--- config.mk ---
export PLATFORM = sky130hd
export DESIGN_NAME = i2s_sample_rx
export DESIGN_NICKNAME = d
export VERILOG_FILES = /design/src/rtl/i2s_sample_rx.sv
export SDC_FILE = /design/constraint.sdc
export NUM_CORES = 1
export LEC_CHECK = 0
export CAP_MARGIN = 10
export CORE_ASPECT_RATIO = 0.5
export CORE_MARGIN = 2
export CORE_UTILIZATION = 55
export CTS_BUF_LIST = sky130_fd_sc_hd__clkbuf_16
export DETAILED_ROUTE_END_ITERATION = 10
export GPL_TIMING_DRIVEN = 0
export PLACE_DENSITY = 0.86
export SYNTH_ARGS = -nofsm -noshare
export SYNTH_HDL_FRONTEND = slang
export SYNTH_SLANG_ARGS = --single-unit
--- constraint.sdc ---
create_clock -name clk -period 3.48 [get_ports clk]
set_input_delay 0.87 -clock clk [delete_from_list [all_inputs] [get_ports clk]]
set_output_delay 0.87 -clock clk [all_outputs]
set_load 0.05 [all_outputs]
--- src/rtl/i2s_sample_rx.sv ---
// I2S stereo receiver: oversamples SCK/WS/SD in the clk domain and emits
// DATA_WIDTH-bit left/right samples with a valid pulse and a frame strobe.
module i2s_sample_rx #(
   parameter int SYNC_STAGES = 2,
   parameter int DATA_WIDTH  = 16
) (
   input  logic                  clk,
   input  logic                  rst,
   input  logic                  sck_in,
   input  logic                  ws_in,
   input  logic                  sd_in,
   output logic [DATA_WIDTH-1:0] left_out,
   output logic [DATA_WIDTH-1:0] right_out,
   output logic                  sample_valid,
   output logic                  sample_clk,
   output logic                  short_err
);
   localparam int CW = $clog2(DATA_WIDTH + 1);

   typedef enum logic {ALIGN, RUN} state_t;
   state_t state;

   logic [SYNC_STAGES-1:0] sck_sync, ws_sync, sd_sync;
   logic                   sck_s, sck_d, rise_q, ws_q, sd_q;
   logic                   ws_prev, have_prev, lcommit_q;
   logic [DATA_WIDTH-1:0]  shift, stage, sh_nx, word;
   logic [CW-1:0]          cnt, cnt_nx;

   assign sck_s = sck_sync[SYNC_STAGES-1];

   // Equal-depth chains keep SCK, WS and SD mutually aligned.
   always_ff @(posedge clk or posedge rst) begin
      if (rst) begin
         sck_sync <= '0;
         ws_sync  <= '0;
         sd_sync  <= '0;
         sck_d    <= 1'b0;
         rise_q   <= 1'b0;
         ws_q     <= 1'b0;
         sd_q     <= 1'b0;
      end else begin
         sck_sync <= {sck_sync[SYNC_STAGES-2:0], sck_in};
         ws_sync  <= {ws_sync[SYNC_STAGES-2:0], ws_in};
         sd_sync  <= {sd_sync[SYNC_STAGES-2:0], sd_in};
         sck_d    <= sck_s;
         rise_q   <= sck_s & ~sck_d;
         ws_q     <= ws_sync[SYNC_STAGES-1];
         sd_q     <= sd_sync[SYNC_STAGES-1];
      end
   end

   // Append the current bit (saturating) and left-justify for a possible commit.
   always_comb begin
      sh_nx  = shift;
      cnt_nx = cnt;
      if (cnt < CW'(DATA_WIDTH)) begin
         sh_nx  = {shift[DATA_WIDTH-2:0], sd_q};
         cnt_nx = cnt + 1'b1;
      end
      word = sh_nx << (CW'(DATA_WIDTH) - cnt_nx);
   end

   always_ff @(posedge clk or posedge rst) begin
      if (rst) begin
         state        <= ALIGN;
         shift        <= '0;
         cnt          <= '0;
         stage        <= '0;
         ws_prev      <= 1'b0;
         have_prev    <= 1'b0;
         lcommit_q    <= 1'b0;
         left_out     <= '0;
         right_out    <= '0;
         sample_valid <= 1'b0;
         sample_clk   <= 1'b0;
         short_err    <= 1'b0;
      end else begin
         sample_valid <= 1'b0;
         lcommit_q    <= 1'b0;
         if (state == RUN) begin
            if (sample_valid)   sample_clk <= 1'b1;
            else if (lcommit_q) sample_clk <= 1'b0;
         end
         if (rise_q) begin
            ws_prev   <= ws_q;
            have_prev <= 1'b1;
            // The first rise only seeds ws_prev so a mid-word start cannot align.
            if (state == ALIGN) begin
               if (have_prev && (ws_q != ws_prev)) begin
                  state <= RUN;
                  shift <= '0;
                  cnt   <= '0;
               end
            end else if (ws_q == ws_prev) begin
               shift <= sh_nx;
               cnt   <= cnt_nx;
            end else begin
               shift <= '0;
               cnt   <= '0;
               if (cnt_nx < CW'(DATA_WIDTH)) short_err <= 1'b1;
               if (!ws_prev) begin
                  stage     <= word;
                  lcommit_q <= 1'b1;
               end else begin
                  right_out    <= word;
                  left_out     <= stage;
                  sample_valid <= 1'b1;
               end
            end
         end
      end
   end
endmodule

==> impl_metrics.csv, run 1 <==
group,metric,value,unit
status,outcome,"finished, final reports clean",
layout,area_growth,20.3,%
sta,final_hold_viol_count,0,
floorplanning,die_h,66.4,um
cts,cts.sink_count,86,
sta,rsz0062_at_grt,"no",
sta,clock_skew,10.6,ps
worst_hold_path,hp-class,"flip-flop to flip-flop",
global_routing,grt_max_degree,76,
synth,synth_top_family_by_area,"multiplexers",
critical_path,crit_path_max_fanout,10,
critical_path,crit_path_end_kind,"flip-flop",
power,power.leakage,2.29,nW
sta,fmax,0.329,GHz
synth,ys_ff_latch,86,
floorplanning,dieWidth,129,um
layout,fill_cells,532,
critical_path,reg2reg_from,"cnt[0]",
floorplanning,pin_count,40,
synth,muxShareOfSynthArea,0.155,
synth,ys_warn_count,0,
drt,vias_per_cell,5.94,
drt,num_vias,3196,
critical_path,setup.worst_path.start,"cnt[0]",
sta,period_share,0.875,
drt,drc,0,
sta,tightest_slew,705,ps
layout,seqCellArea,0.00215,sq mm
floorplanning,core,0.00743,sq mm
layout,drive_gt1_frac,0.174,
global_routing,antenna_found_initial,0,
synth,netlist_instances,386,
critical_path,cp-start-kind,"flip-flop",
placement,dp_hpwl,6.27,mm
critical_path,critPathBufInv,5,
worst_hold_path,min_to,"sck_sync[1]",
placement,gp_congestion,0.917,
cts,cts_setup_buffers,0,
placement,port_buffers,39,
layout,multi_input_area,0.00195,sq mm
synth,synth_area_leaders,"dfrtp_1 (50%), mux2_2 (6.8%), nand2_1 (6.4%), mux4_2 (4.7%), a22o_1 (3.9%)",
synth,synthSimpleGateAreaFrac,0.135,
critical_path,ff2ff_setup_slack,440,ps
power,power_density,785,mW/mm^2
critical_path,slowest_delay,590,ps
synth,yosysTopAreaCell,"dfrtp_1",
cts,numCtsBuffers,9,
drt,ant_nets,0,
sta,finalSetupViolCount,0,
critical_path,crit_top_cell,"buf_2",
cts,postCtsHoldBufs,0,
synth,synth-async-reset-ratio,1.00,
synth,synth-edff-count,0,
drt,first_pass_iters,5,
cts,tritoncts,"yes",
synth,yosysUniqueCellTypes,45,
floorplanning,dieArea,0.00855,sq mm
synth,synth_top_area_share,0.502,
synth,synthAdderAreaFrac,0.0146,
global_routing,grt_pass1_vias,3055,
drt,drt_iter0_drc,294,
synth,syn_avg_cell_area,11.1,sq um
critical_path,worst_ep_required_time,3690,ps
critical_path,crit_family,"buffers and inverters",
synth,synth_compound_area_frac,0.125,
critical_path,cp_slowest_cell,"mux4_2",
synth,synth-xor-area-share,0.0263,
worst_hold_path,whs_path_depth,0,
sta,slew_headroom,0.526,
synth,yosys-top-cells-count,"dfrtp_1 (86), nand2_1 (73), mux2_2 (26)",
layout,post-route-util,0.693,
drt,routedWlPerCell,16.9,um
layout,layout.cells.non_filler,538,
critical_path,worstPathCellList,"buf_2, buf_1, xor2_1, ha_1, buf_2, clkinv_1, buf_2, mux4_2, nand4_1, o211ai_1",
power,ir_worst_vdd,0.390,mV
sta,setup-tns-final,0,ps
layout,nets,447,
synth,seq_area_frac_synth,0.502,
global_routing,overflow,0,
sta,hold_ws,346,ps
critical_path,r2r_end,"stage[14]",
critical_path,rr_worst_depth,10,
synth,yosysMostFrequentCell,"dfrtp_1",
drt,wl,9.10,mm
global_routing,track_usage,0.237,
power,power.total,4.04,mW
floorplanning,initial_core_util,0.576,
cts,clk_pin_slew,60,ps
layout,antenna_cells,0,
worst_hold_path,hp-start,"sck_sync[0]",
global_routing,grt_pass1_wl,15.4,mm
placement,dpl.cell_count,522,
critical_path,crit_arrival,3250,ps
cts,insertion_delay,350,ps
synth,synth_nets,396,
critical_path,crit_type,"flip-flop to flip-flop",
synth,netlist_area,0.00428,sq mm
cts,cts_resized,0,
synth,synthFlopType,"dfrtp_1",
sta,final.min_clock_period,3040,ps
cts,htreeDepth,3,
cts,clockRootBuffer,"clkbuf_16",
cts,cts_buffer_depth,2,
sta,slew_viol_final,0,
flow_run,cap_violations,0,
floorplanning,fp-row-count,22,
[sequential cells by signal, indices dropped and copies added (netlist names), 2 cells and up]
name       cells
shift         16
right_out     16
sd_sync        2
left_out      16
stage         16
sck_sync       2
cnt            5
ws_sync        2
[area by class of cell]
type	instances	area share
inverter	9	0.00704
multi-input combinational	264	0.379
sequential	86	0.418
clock buffer	9	0.0437
timing repair buffer	40	0.0811
clock inverter	7	0.0204
tap	96	0.0233
buffer	27	0.0282
[worst max path at each step]
stage | end | slack, ps | depth (start not counted)
finish | stage[14] | 440 | 10
global route | right_out[14] | 200 | 9
CTS | stage[14] | 440 | 10
detailed placement | right_out[8] | 460 | 10
global placement | sd_sync[0] | -830 | 2
floorplan | cnt[0] | 390 | 1
[cell families after synthesis]
kind of cell    Yosys count
mux                      49
flops                    86
buf+inv                  36
fa+ha+maj                 5
xor+xnor                  9
compound gates           74
simple gates            127
[through the flow]
step | area, sq um | setup WS (ps)
5_1_grt | 5150 | 202
6_report | 5150 | 436
3_5_place_dp | 4820 | 462
3_3_place_gp | 4790 | -832
4_1_cts | 5150 | 439
2_1_floorplan | 4280 | 388
[layer usage]
layer  track usage  wire length [um]
met1         0.339              4340
met4        0.0652               107
met3        0.0680               624
met5             0                 0
met2         0.356              4030
[report_power, final]
part	switching [mW]	leakage (nW)	internal (mW)
clock network	0.408	0.158	0.638
registers	0.127	1.12	1.19
logic	1.08	1.01	0.601
total	1.61	2.29	2.43
[layout by cell type (no fill, tap or decap), types with 6 or more instances in the layout]
cell,netlist,final
dfrtp_1,86,86
nand2_1,73,73
clkdlybuf4s50_1,0,39
mux2_2,26,26
a22o_1,19,19
nor2_1,15,15
clkbuf_1,14,14
nand3_1,13,13
a31oi_1,13,13
o31ai_1,12,12
o21ai_0,11,11
mux4_2,9,9
clkbuf_16,0,9
buf_2,8,8
mux2i_1,8,8
o211ai_1,6,6
No activity file was read; power rests on OpenSTA's default activity.
==> inputs of run 2 (changes only) <==
Settings changed: SETUP_SLACK_MARGIN set to 0.5.
==> impl_metrics.csv, run 2 (synthesized netlist as in run 1, its figures left out) <==
group,metric,value,unit
status,outcome,"finished, final reports clean",
critical_path,slowest_delay,400,ps
global_routing,grt_pass1_vias,3033,
drt,routedWlPerCell,17.6,um
critical_path,ff2ff_setup_slack,660,ps
sta,final.min_clock_period,2820,ps
global_routing,antenna_found_initial,0,
critical_path,reg2reg_from,"cnt[0]",
layout,seqCellArea,0.00215,sq mm
critical_path,rr_worst_depth,10,
floorplanning,core,0.00743,sq mm
drt,first_pass_iters,5,
cts,tritoncts,"yes",
layout,layout_commonest_cell,"dfrtp_1",
floorplanning,dieWidth,129,um
critical_path,crit_path_end_kind,"flip-flop",
layout,drive_gt1_frac,0.187,
global_routing,grt_max_degree,37,
power,power.leakage,2.30,nW
critical_path,crit_type,"flip-flop to flip-flop",
sta,fmax,0.355,GHz
power,ir_worst_vdd,0.349,mV
power,power_density,789,mW/mm^2
layout,layout.cells.non_filler,539,
critical_path,worst_ep_required_time,3690,ps
sta,finalSetupViolCount,0,
sta,clock_skew,8.55,ps
drt,drc,0,
critical_path,cp_slowest_cell,"dfrtp_1",
drt,num_vias,3241,
critical_path,crit_path_max_fanout,10,
sta,slew_viol_final,0,
placement,dp_hpwl,6.60,mm
sta,rsz0062_at_grt,"no",
layout,multi_input_area,0.00196,sq mm
cts,cts_setup_buffers,0,
floorplanning,pin_count,40,
cts,clk_pin_slew,60,ps
drt,ant_nets,0,
worst_hold_path,hp-class,"flip-flop to flip-flop",
critical_path,cp-start-kind,"flip-flop",
layout,area_growth,21.2,%
critical_path,worstPathCellList,"clkbuf_4, clkbuf_4, xor2_1, ha_1, xnor2_2, xnor2_2, buf_2, mux4_2, nand4_1, o211ai_1",
worst_hold_path,min_to,"sck_sync[1]",
cts,cts_buffer_depth,2,
cts,numCtsBuffers,9,
drt,drt_iter0_drc,338,
placement,gp_congestion,0.908,
worst_hold_path,whs_path_depth,0,
sta,hold_ws,348,ps
drt,wl,9.50,mm
placement,dpl.cell_count,523,
flow_run,cap_violations,0,
global_routing,overflow,0,
sta,setup-tns-final,0,ps
sta,period_share,0.810,
layout,nets,448,
cts,cts.sink_count,86,
critical_path,crit_family,"buffers and inverters",
floorplanning,dieArea,0.00855,sq mm
critical_path,critPathBufInv,3,
floorplanning,fp-row-count,22,
layout,final_cell_mix,"dfrtp_1 (85), nand2_1 (73), clkdlybuf4s50_1 (39)",
sta,slew_headroom,0.439,
drt,vias_per_cell,6.01,
critical_path,crit_arrival,3030,ps
layout,fill_cells,501,
worst_hold_path,hp-start,"sck_sync[0]",
global_routing,track_usage,0.242,
floorplanning,initial_core_util,0.576,
floorplanning,die_h,66.4,um
placement,port_buffers,39,
cts,htreeDepth,3,
sta,tightest_slew,835,ps
critical_path,r2r_end,"stage[15]",
cts,clockRootBuffer,"clkbuf_16",
layout,antenna_cells,0,
global_routing,grt_pass1_wl,15.5,mm
cts,insertion_delay,350,ps
sta,final_hold_viol_count,0,
==> run 2: cell types whose count changed in the layout (fill, tap and decap cells not counted), moves of 2 or more <==
cell,previous run,this run
buf_2,8,6
clkinvlp_4,1,3
clkbuf_4,0,2
buf_12,0,2
==> run 2: report_power, final <==
part / total [mW] / leakage, nW / internal (mW) / switching, mW
Clock: 1.04 / 0.158 / 0.632 / 0.408
Sequential: 1.32 / 1.12 / 1.19 / 0.130
Combinational: 1.73 / 1.02 / 0.636 / 1.09
==> run 2: worst register-to-register path: cells and delay by family, from the launching register on <==
family,cells,cell delay [ps]
fa+ha+maj,1,240
mux,1,380
flops,1,400
xor+xnor,3,670
simple gates,1,140
compound gates,1,120
buf+inv,3,730
==> run 2: area by class of cell <==
class                           count  share of cell area
Buffer                             27              0.0306
Clock buffer                        9              0.0434
Clock inverter                      7              0.0188
Inverter                            9             0.00796
Multi-Input combinational cell    264               0.378
Sequential cell                    86               0.415
Tap cell                           96              0.0231
Timing Repair Buffer               41              0.0829
==> run 2: worst max path at each step <==
stage,start,endpoint,slack (ps),cells after the start
final,cnt[0],stage[15],660,10
after global routing,cnt[0],stage[15],510,10
after CTS,cnt[0],stage[15],520,10
after detailed placement,cnt[0],stage[14],460,10
after global placement,cnt[0],stage[14],500,10
after floorplan,cnt[0],stage[15],820,10
==> run 2: stage by stage <==
| stage | util | setup slack, ps | power [mW] | instance area [sq um] |
|---|---|---|---|---|
| floorplan | - | 816 | 2.53 | 4290 |
| global placement | 0.645 | 505 | 2.95 | 4800 |
| detailed placement | 0.651 | 460 | 2.99 | 4840 |
| CTS | 0.694 | 522 | 4.05 | 5160 |
| global route | 0.698 | 508 | 4.29 | 5190 |
| finish | 0.698 | 661 | 4.09 | 5190 |
==> run 2: repair_timing <==
item,CTS,global route
pin swaps,0,0
gates resized for setup,1,11
gates cloned,0,0
hold buffers,0,0
endpoints found under the setup margin,13,21
==> run 2: layer usage <==
| metal | vias up | GRT usage | wire length (um) |
|---|---|---|---|
| li1 | 1497 | - | - |
| met1 | 1588 | 0.343 | 4440 |
| met2 | 137 | 0.351 | 4240 |
| met3 | 19 | 0.0696 | 636 |
| met4 | 0 | 0.0965 | 187 |
| met5 | - | 0 | 0 |
==> inputs of run 3 (changes only) <==
Clock period 3.48 ns to 2.6 ns, I/O delays scaled along.
==> impl_metrics.csv, run 3 (synthesized netlist as in run 1, its figures left out) <==
group,metric,value,unit
floorplanning,initial_core_util,0.576,
sta,setup-tns-final,-2.36,ps
drt,wl,15.5,mm
layout,post-route-util,0.811,
layout,final_cell_mix,"dfrtp_1 (84), nand2_1 (72), dlygate4sd2_1 (35)",
sta,slew_headroom,0.548,
global_routing,grt_max_degree,39,
floorplanning,die_h,66.4,um
drt,num_vias,4157,
power,power.leakage,2.75,nW
critical_path,cp_slowest_cell,"clkbuf_1",
global_routing,antenna_found_initial,0,
critical_path,critPathBufInv,3,
critical_path,crit_path_max_fanout,10,
sta,rsz0062_at_grt,"yes",
layout,antenna_cells,0,
sta,tightest_slew,678,ps
layout,layout_commonest_cell,"dfrtp_1",
placement,gp_congestion,0.879,
drt,vias_per_cell,7.20,
cts,htreeDepth,3,
power,clkPwrFrac,0.205,
floorplanning,fp-row-count,22,
placement,dpl.cell_count,523,
critical_path,worstPathCellList,"clkbuf_1, nand3_1, clkinv_1, clkbuf_1, nor2_1, a31oi_1",
cts,cts.sink_count,86,
power,intPower,3.92,mW
critical_path,crit_type,"flip-flop to flip-flop",
global_routing,grt_pass1_wl,19.2,mm
power,swShare,0.433,
floorplanning,core,0.00743,sq mm
critical_path,cp-start-kind,"flip-flop",
critical_path,crit_path_end_kind,"flip-flop",
layout,nets,486,
sta,setup_slack,-2.36,ps
power,p_comb_frac,0.535,
sta,final_hold_viol_count,0,
critical_path,crit_top_cell,"clkbuf_1",
status,outcome,"complete, but fails checks",
power,seq_power_share,0.261,
sta,clock_skew,12.5,ps
critical_path,slowest_delay,550,ps
drt,drc,0,
power,p_switching,3.00,mW
critical_path,worst_ep_required_time,2860,ps
placement,port_buffers,39,
cts,postCtsHoldBufs,0,
drt,routedWlPerCell,26.8,um
power,power_density,1150,mW/mm^2
global_routing,grt_pass1_vias,3524,
layout,drive_gt1_frac,0.349,
sta,period_share,1.00,
flow_run,cap_violations,0,
sta,slew_viol_final,0,
layout,fill_cells,329,
floorplanning,dieArea,0.00855,sq mm
global_routing,overflow,0,
power,ir_worst_vdd,0.494,mV
cts,numCtsBuffers,9,
critical_path,crit_arrival,2860,ps
sta,finalSetupViolCount,1,
cts,cts_buffer_depth,2,
sta,fmax,0.384,GHz
cts,clockRootBuffer,"clkbuf_16",
drt,first_pass_iters,8,
global_routing,track_usage,0.304,
worst_hold_path,hp-class,"flip-flop to flip-flop",
floorplanning,pin_count,40,
floorplanning,dieWidth,129,um
sta,final.min_clock_period,2600,ps
critical_path,crit_family,"buffers and inverters",
cts,clk_pin_slew,70,ps
status,violations,"setup timing",
layout,area_growth,40.7,%
sta,hold_ws,347,ps
drt,ant_nets,0,
drt,drt_iter0_drc,759,
placement,dp_hpwl,6.77,mm
layout,layout.cells.non_filler,577,
cts,tritoncts,"yes",
cts,insertion_delay,360,ps
[run 3: cell count changes in the layout (fill, tap and decap cells not counted), sizes merged]
cell,before,now
clkdlybuf4s50,39,4
buf,13,51
clkinv,3,7
dlygate4sd2,0,35
inv,8,5
clkinvlp,3,2
[run 3: per-stage QoR]
stage | power, mW | area (sq um) | worst slack (ps)
after CTS | 6.13 | 5620 | 235
final | 6.92 | 6020 | -2.36
after detailed placement | 4.18 | 4930 | -28.6
after global placement | 4.11 | 4890 | -45.6
after floorplan | 3.55 | 4380 | 300
after global routing | 7.07 | 6020 | -84.4
[run 3: area by class of cell]
class | count | area, sq um | share of cell area
timing repair buffer | 79 | 731 | 0.121
sequential | 86 | 2150 | 0.358
clock inverter | 7 | 98.8 | 0.0164
clock buffer | 9 | 225 | 0.0374
multi-input combinational | 264 | 2380 | 0.396
buffer | 27 | 249 | 0.0413
tap | 96 | 120 | 0.0199
inverter | 9 | 62.6 | 0.0104
[run 3: what timing repair did]
item | 4_1_cts | 5_1_grt
pin swaps | 18 | 25
setup endpoints to repair | 93 | 49
cloned | 1 | 1
gates resized for setup | 92 | 44
buffers inserted | 16 | 20
[run 3: final timing paths]
kind / start / endpoint / slack [ps] / cells past startpoint
worst min register to register: sd_sync[1] / sd_q / 350 / 0
min in group asynchronous: rst / left_out[4] / 680 / 2
worst max-delay path: rise_q / stage[10] / -2 / 6
worst max register to register: rise_q / stage[10] / -2 / 6
max in group asynchronous: rst / shift[9] / 1340 / 3
worst min-delay path: sd_sync[1] / sd_q / 350 / 0
[run 3: power by group through the flow]
stage | sequential [mW] | combinational [mW] | clock (mW)
6_report | 1.80 | 3.70 | 1.42
4_1_cts | 1.76 | 2.98 | 1.39
2_1_floorplan | 2.30 | 1.26 | 0
3_3_place_gp | 1.79 | 2.33 | 0
5_1_grt | 1.82 | 3.78 | 1.47
3_5_place_dp | 1.79 | 2.39 | 0
[run 3: per-layer routing]
| layer | share of wire | up-vias | track usage | wire length (um) |
|---|---|---|---|---|
| met2 | 0.45 | 425 | 0.472 | 6990 |
| met5 | 0 | - | 0 | 0 |
| li1 | - | 1574 | - | - |
| met3 | 0.12 | 146 | 0.0833 | 1870 |
| met1 | 0.36 | 2012 | 0.397 | 5550 |
| met4 | 0.067 | 0 | 0.155 | 1040 |
==> RTL edit 1 (config.mk and constraints of run 3) <==
Change the parameter `SYNC_STAGES` from 2 to 4.
--- a/src/rtl/i2s_sample_rx.sv
+++ b/src/rtl/i2s_sample_rx.sv
@@ -3,3 +3,3 @@
 module i2s_sample_rx #(
-   parameter int SYNC_STAGES = 2,
+   parameter int SYNC_STAGES = 4,
    parameter int DATA_WIDTH  = 16
Check against the original RTL: not equivalent (Yosys sat finds a counterexample within 10 cycles, from zero or initial values and one cycle with rst high).
==> RTL edit 1 against run 3 <==
- the run still ends with negative setup slack left
- routed wire length down 24%
- area after synthesis up 3.4%
- non-clock buffer count down 18
- design area down 3.8%
- power down 18%
- synthesized cell count down 8.0%
- worst setup slack worse by 140 ps
- sequential cell count up 6
- critical path type unchanged
- highest routed layer unchanged
==> RTL edit 1: results (changes against run 3) <==
stage;metric;value;unit;change
status;status;finished, violations left;;
status;violations;negative setup slack;;
min_path;worst_hold_path_type;reg2reg;;
final_layout;layout.nets;439;;-9.7%
setup_path;cp_max_fo;10;;unchanged
synthesis;syn_avg_cell_area;12.5;um2;+12%
setup_path;cp_top_family;multiplexers;;
detailed_routing;totalWireLength;11700;um;-24%
clock_tree;numCtsBuffers;9;;unchanged
place;gp_congestion;0.884;;+0.55%
sta;finalClockSkew;5.74;ps;-6.74 ps
clock_tree;path_clk_slew;70;ps;about the same
sta;setup_tns;-1320;ps;-1320 ps
synthesis;synth_common_cells;dfrtp_1 (92), mux2_2 (42), nand2_1 (38);;
place;io_buffer_count;39;;unchanged
detailed_routing;vias;3402;;-18%
setup_path;slowest_stage;mux4_2;;
final_layout;drive_above_1_share;36.6;%;+1.7 points
synthesis;synth_nets;365;;-7.8%
final_layout;stdcell_count;546;;-5.4%
power_and_ir_drop;ir_worst_vdd;0.000402;V;-19%
sta;fin_ws;-141;ps;-139 ps
power_and_ir_drop;p_leak;2.63;nW;-4.3%
detailed_routing;drt-initial-drc-count;404;;-47%
setup_path;slowest_delay;590;ps;+40 ps
grt;track_usage;24.7;%;-5.6 points
grt;grt_first_pass_wirelength;16200;um;-15%
sta;finalSetupViolCount;18;;+17
sta;slew_violations;0;;unchanged
sta;worst-slew-pin-transition;676;ps;-2.27 ps
final_layout;nFillCells;462;;+40%
synthesis;ys_seq_area_share;52.0;%;+1.7 points
synthesis;synth_cell_types;49;;+8.9%
place;dp.cells;508;;-2.9%
synthesis;synthTopCellsByArea;dfrtp_1 (52%), mux2_2 (11%), mux4_2 (5.1%);;
place;place_worst_setup_slack;-395;ps;-367 ps
place;place_hpwl;6460;um;-4.6%
grt;grt_pass1_vias;3126;;-11%
final_layout;diodes;0;;unchanged
detailed_routing;drt_pass1_iterations;5;;-3
power_and_ir_drop;p_int;3.50;mW;-11%
synthesis;yosysWarnings;0;;unchanged
grt;grt_max_degree;43;;+10%
[RTL edit 1: cell count changes after synthesis, moves of 6 or more]
cell and delta:
nand2_1 -35, o21ai_0 +6, nand3_1 -11, a31oi_1 -13, dfrtp_1 +6, mux2_2 +16
o21ai_1 +12, o31ai_1 -6, nor2_1 -12, nand3b_1 +6, mux2i_1 +6
[RTL edit 1: final cells by class]
type                            instances  area, um2  area share (%)
Sequential cell                        92       2300            39.8
Multi-Input combinational cell        231       2240            38.7
Timing Repair Buffer                   63        571            9.85
Clock buffer                            9        225            3.89
Buffer                                 25        204            3.52
Tap cell                              112        140            2.42
Clock inverter                          7       75.1            1.30
Inverter                                7       32.5           0.561
[RTL edit 1: power groups by stage]
stage	Sequential [mW]	Clock, mW	Combinational (mW)
3_3_place_gp	1.75	0	1.87
4_1_cts	1.74	1.32	2.30
5_1_grt	1.78	1.39	2.72
6_report	1.76	1.32	2.63
3_5_place_dp	1.76	0	1.91
2_1_floorplan	2.06	0	1.15
[RTL edit 1: metrics by stage]
| step | cell area, um2 | util, % |
|---|---|---|
| floorplan | 4500 | - |
| detailed placement | 5070 | 64.1 |
| global placement | 5030 | 63.6 |
| global route | 5790 | 73.2 |
| CTS | 5620 | 71.1 |
| finish | 5790 | 73.2 |
[RTL edit 1: repair_timing]
item	CTS	global route
setup buffers	13	8
resized for setup	83	28
setup endpoints to repair	94	59
cloned	1	0
hold buffers	0	0
pin swaps	16	15
[RTL edit 1: cells by family (layout without fill, tap and decap cells)]
family                   after synthesis  count (layout)  synth area share (%)
buffers and inverters                 32             111                  3.64
AND/OR/NAND/NOR                       75              75                  8.56
flip-flops                            92              92                  52.0
XOR/XNOR                               9               9                  3.14
adder cells (fa/ha/maj)                5               5                  1.41
multiplexers                          69              69                  19.9
AO/OA/AOI/OAI                         73              73                  11.3
[RTL edit 1: worst paths after layout]
kind | endpoint | slack [ps] | start | cells after the start
max in group asynchronous | cnt[0]$_DFFE_PP0P_ | 1230 | rst | 4
max reg2reg | stage[14]$_DFFE_PP0P_ | -140 | cnt[0]$_DFFE_PP0P_ | 9
min reg2reg | ws_q$_DFF_PP0_ | 350 | ws_sync[3]$_DFF_PP0_ | 0
min in group asynchronous | left_out[6]$_DFFE_PP0P_ | 590 | rst | 2
min | ws_q$_DFF_PP0_ | 350 | ws_sync[3]$_DFF_PP0_ | 0
max | stage[14]$_DFFE_PP0P_ | -140 | cnt[0]$_DFFE_PP0P_ | 9
[RTL edit 1: routing by layer]
layer / vias to the layer above / GRT usage [%] / part of all wire, %
li1: 1443 / - / -
met1: 1696 / 32.4 / 41
met2: 216 / 40.5 / 47
met3: 47 / 6.58 / 8.6
met4: 0 / 8.91 / 3.4
met5: - / 0 / 0
==> RTL edit 2 (settings of run 3) <==
Made on the original files. Make the reset (`rst`) synchronous in 2 clocked blocks.
--- a/src/rtl/i2s_sample_rx.sv
+++ b/src/rtl/i2s_sample_rx.sv
@@ -31,3 +31,3 @@
    // Equal-depth chains keep SCK, WS and SD mutually aligned.
-   always_ff @(posedge clk or posedge rst) begin
+   always_ff @(posedge clk) begin
       if (rst) begin
@@ -62,3 +62,3 @@
 
-   always_ff @(posedge clk or posedge rst) begin
+   always_ff @(posedge clk) begin
       if (rst) begin
Behaviour: differs if rst is asserted again (counterexample within 10 cycles, from zero or initial values and one cycle with rst high); with rst held inactive, the same outputs for 10 cycles.
==> RTL edit 2 against run 3 <==
- the flow still finishes with violations (negative setup slack)
- die area fell by 4.8%
- routed wire length shrank 9.0%
- synthesized cell count increased by 13%
- area after synthesis shrank 5.1%
- design area decreased by 7.9%
- maximum frequency down 8.1%
- first-iteration DRC count is 20% lower
- sequential cell count stayed put
- worst setup slack lost 230 ps
- critical path depth is 4 higher
- critical endpoint is now right_out[14]$_SDFFE_PP0P_
- largest cell class unchanged
Power is not compared: it rests on default switching activity, and its combinational part moved more than twofold at a synthesized area within 25%.
==> RTL edit 2: results (changes against run 3) <==
stage;metric;value;unit;change
min_path;hold_path_depth;1;;+1
synthesis;ys_seq_area_share;42.3;%;-7.9 points
place;gp_congestion;0.940;;+6.9%
synthesis;synth_nets;446;;+13%
grt;grt_pass1_vias;3501;;-0.65%
final_layout;stdcell_count;614;;+6.4%
synthesis;synth_common_cells;dfxtp_1 (86), nand2_1 (61), nor2_1 (53);;
synthesis;synth-compound-area-share;14.3;%;+1.8 points
synthesis;synth_fa_ha_area_share;1.23;%;-0.23 points
sta;finalClockSkew;11.5;ps;-0.981 ps
grt;track_usage;28.9;%;-1.5 points
sta;finalSetupViolCount;24;;+23
synthesis;synth-async-reset-ratio;0;%;-100 points
setup_path;cp_max_fo;5;;-5
sta;worst-slew-pin-transition;743;ps;+64.9 ps
sta;fin_ws;-231;ps;-229 ps
status;status;finished, violations left;;
detailed_routing;drt-initial-drc-count;607;;-20%
setup_path;crit_end;right_out[14]$_SDFFE_PP0P_;;
grt;grt_first_pass_wirelength;18300;um;-4.8%
synthesis;synth_cell_types;51;;+13%
final_layout;layout.nets;522;;+7.4%
clock_tree;cts_setup_buffers;17;;+1
place;place_hpwl;6520;um;-3.7%
setup_path;worstRegToRegCells;10;;+4
detailed_routing;drt_pass1_iterations;9;;+1
synthesis;synthMuxAreaShare;14.6;%;-0.93 points
final_layout;drive_above_1_share;29.0;%;-6.0 points
detailed_routing;totalWireLength;14100;um;-9.0%
synthesis;syn_avg_cell_area;9.31;um2;-16%
status;violations;negative setup slack;;
min_path;holdPathEnd;rise_q$_SDFF_PP0_;;
place;dp.cells;571;;+9.2%
clock_tree;post_cts_resized;81;;-12%
setup_path;cp_top_family;multiplexers;;
synthesis;synth_xor_area_share;3.20;%;+0.57 points
[RTL edit 2: metrics by stage]
stage	hold WS, ps	setup slack (ps)	TNS (ps)	cell area, um2	utilization [%]
final	427	-231	-2080	5550	76.7
after global routing	442	-306	-3380	5550	76.7
after detailed placement	386	-344	-2740	4630	64.0
after CTS	412	-76.8	-151	5250	72.5
after floorplan	367	-53.9	-122	4130	-
after global placement	376	-279	-1910	4630	64.0
[RTL edit 2: layer usage]
layer / share of wire (%) / global-route usage (%) / vias to the layer above
li1: - / - / 1684
met1: 38 / 35.0 / 1921
met2: 45 / 46.8 / 333
met3: 10 / 10.3 / 116
met4: 6.9 / 13.2 / 0
met5: 0 / 0 / -
[RTL edit 2: final cells by class]
type,count,area (um2)
well taps,96,120
repair buffers,65,606
fillers,403,1690
inverters,2,8.76
plain buffers,35,231
flip-flops and latches,86,1730
clock inverters,7,65.1
clock buffers,9,225
multi-input cells,314,2560
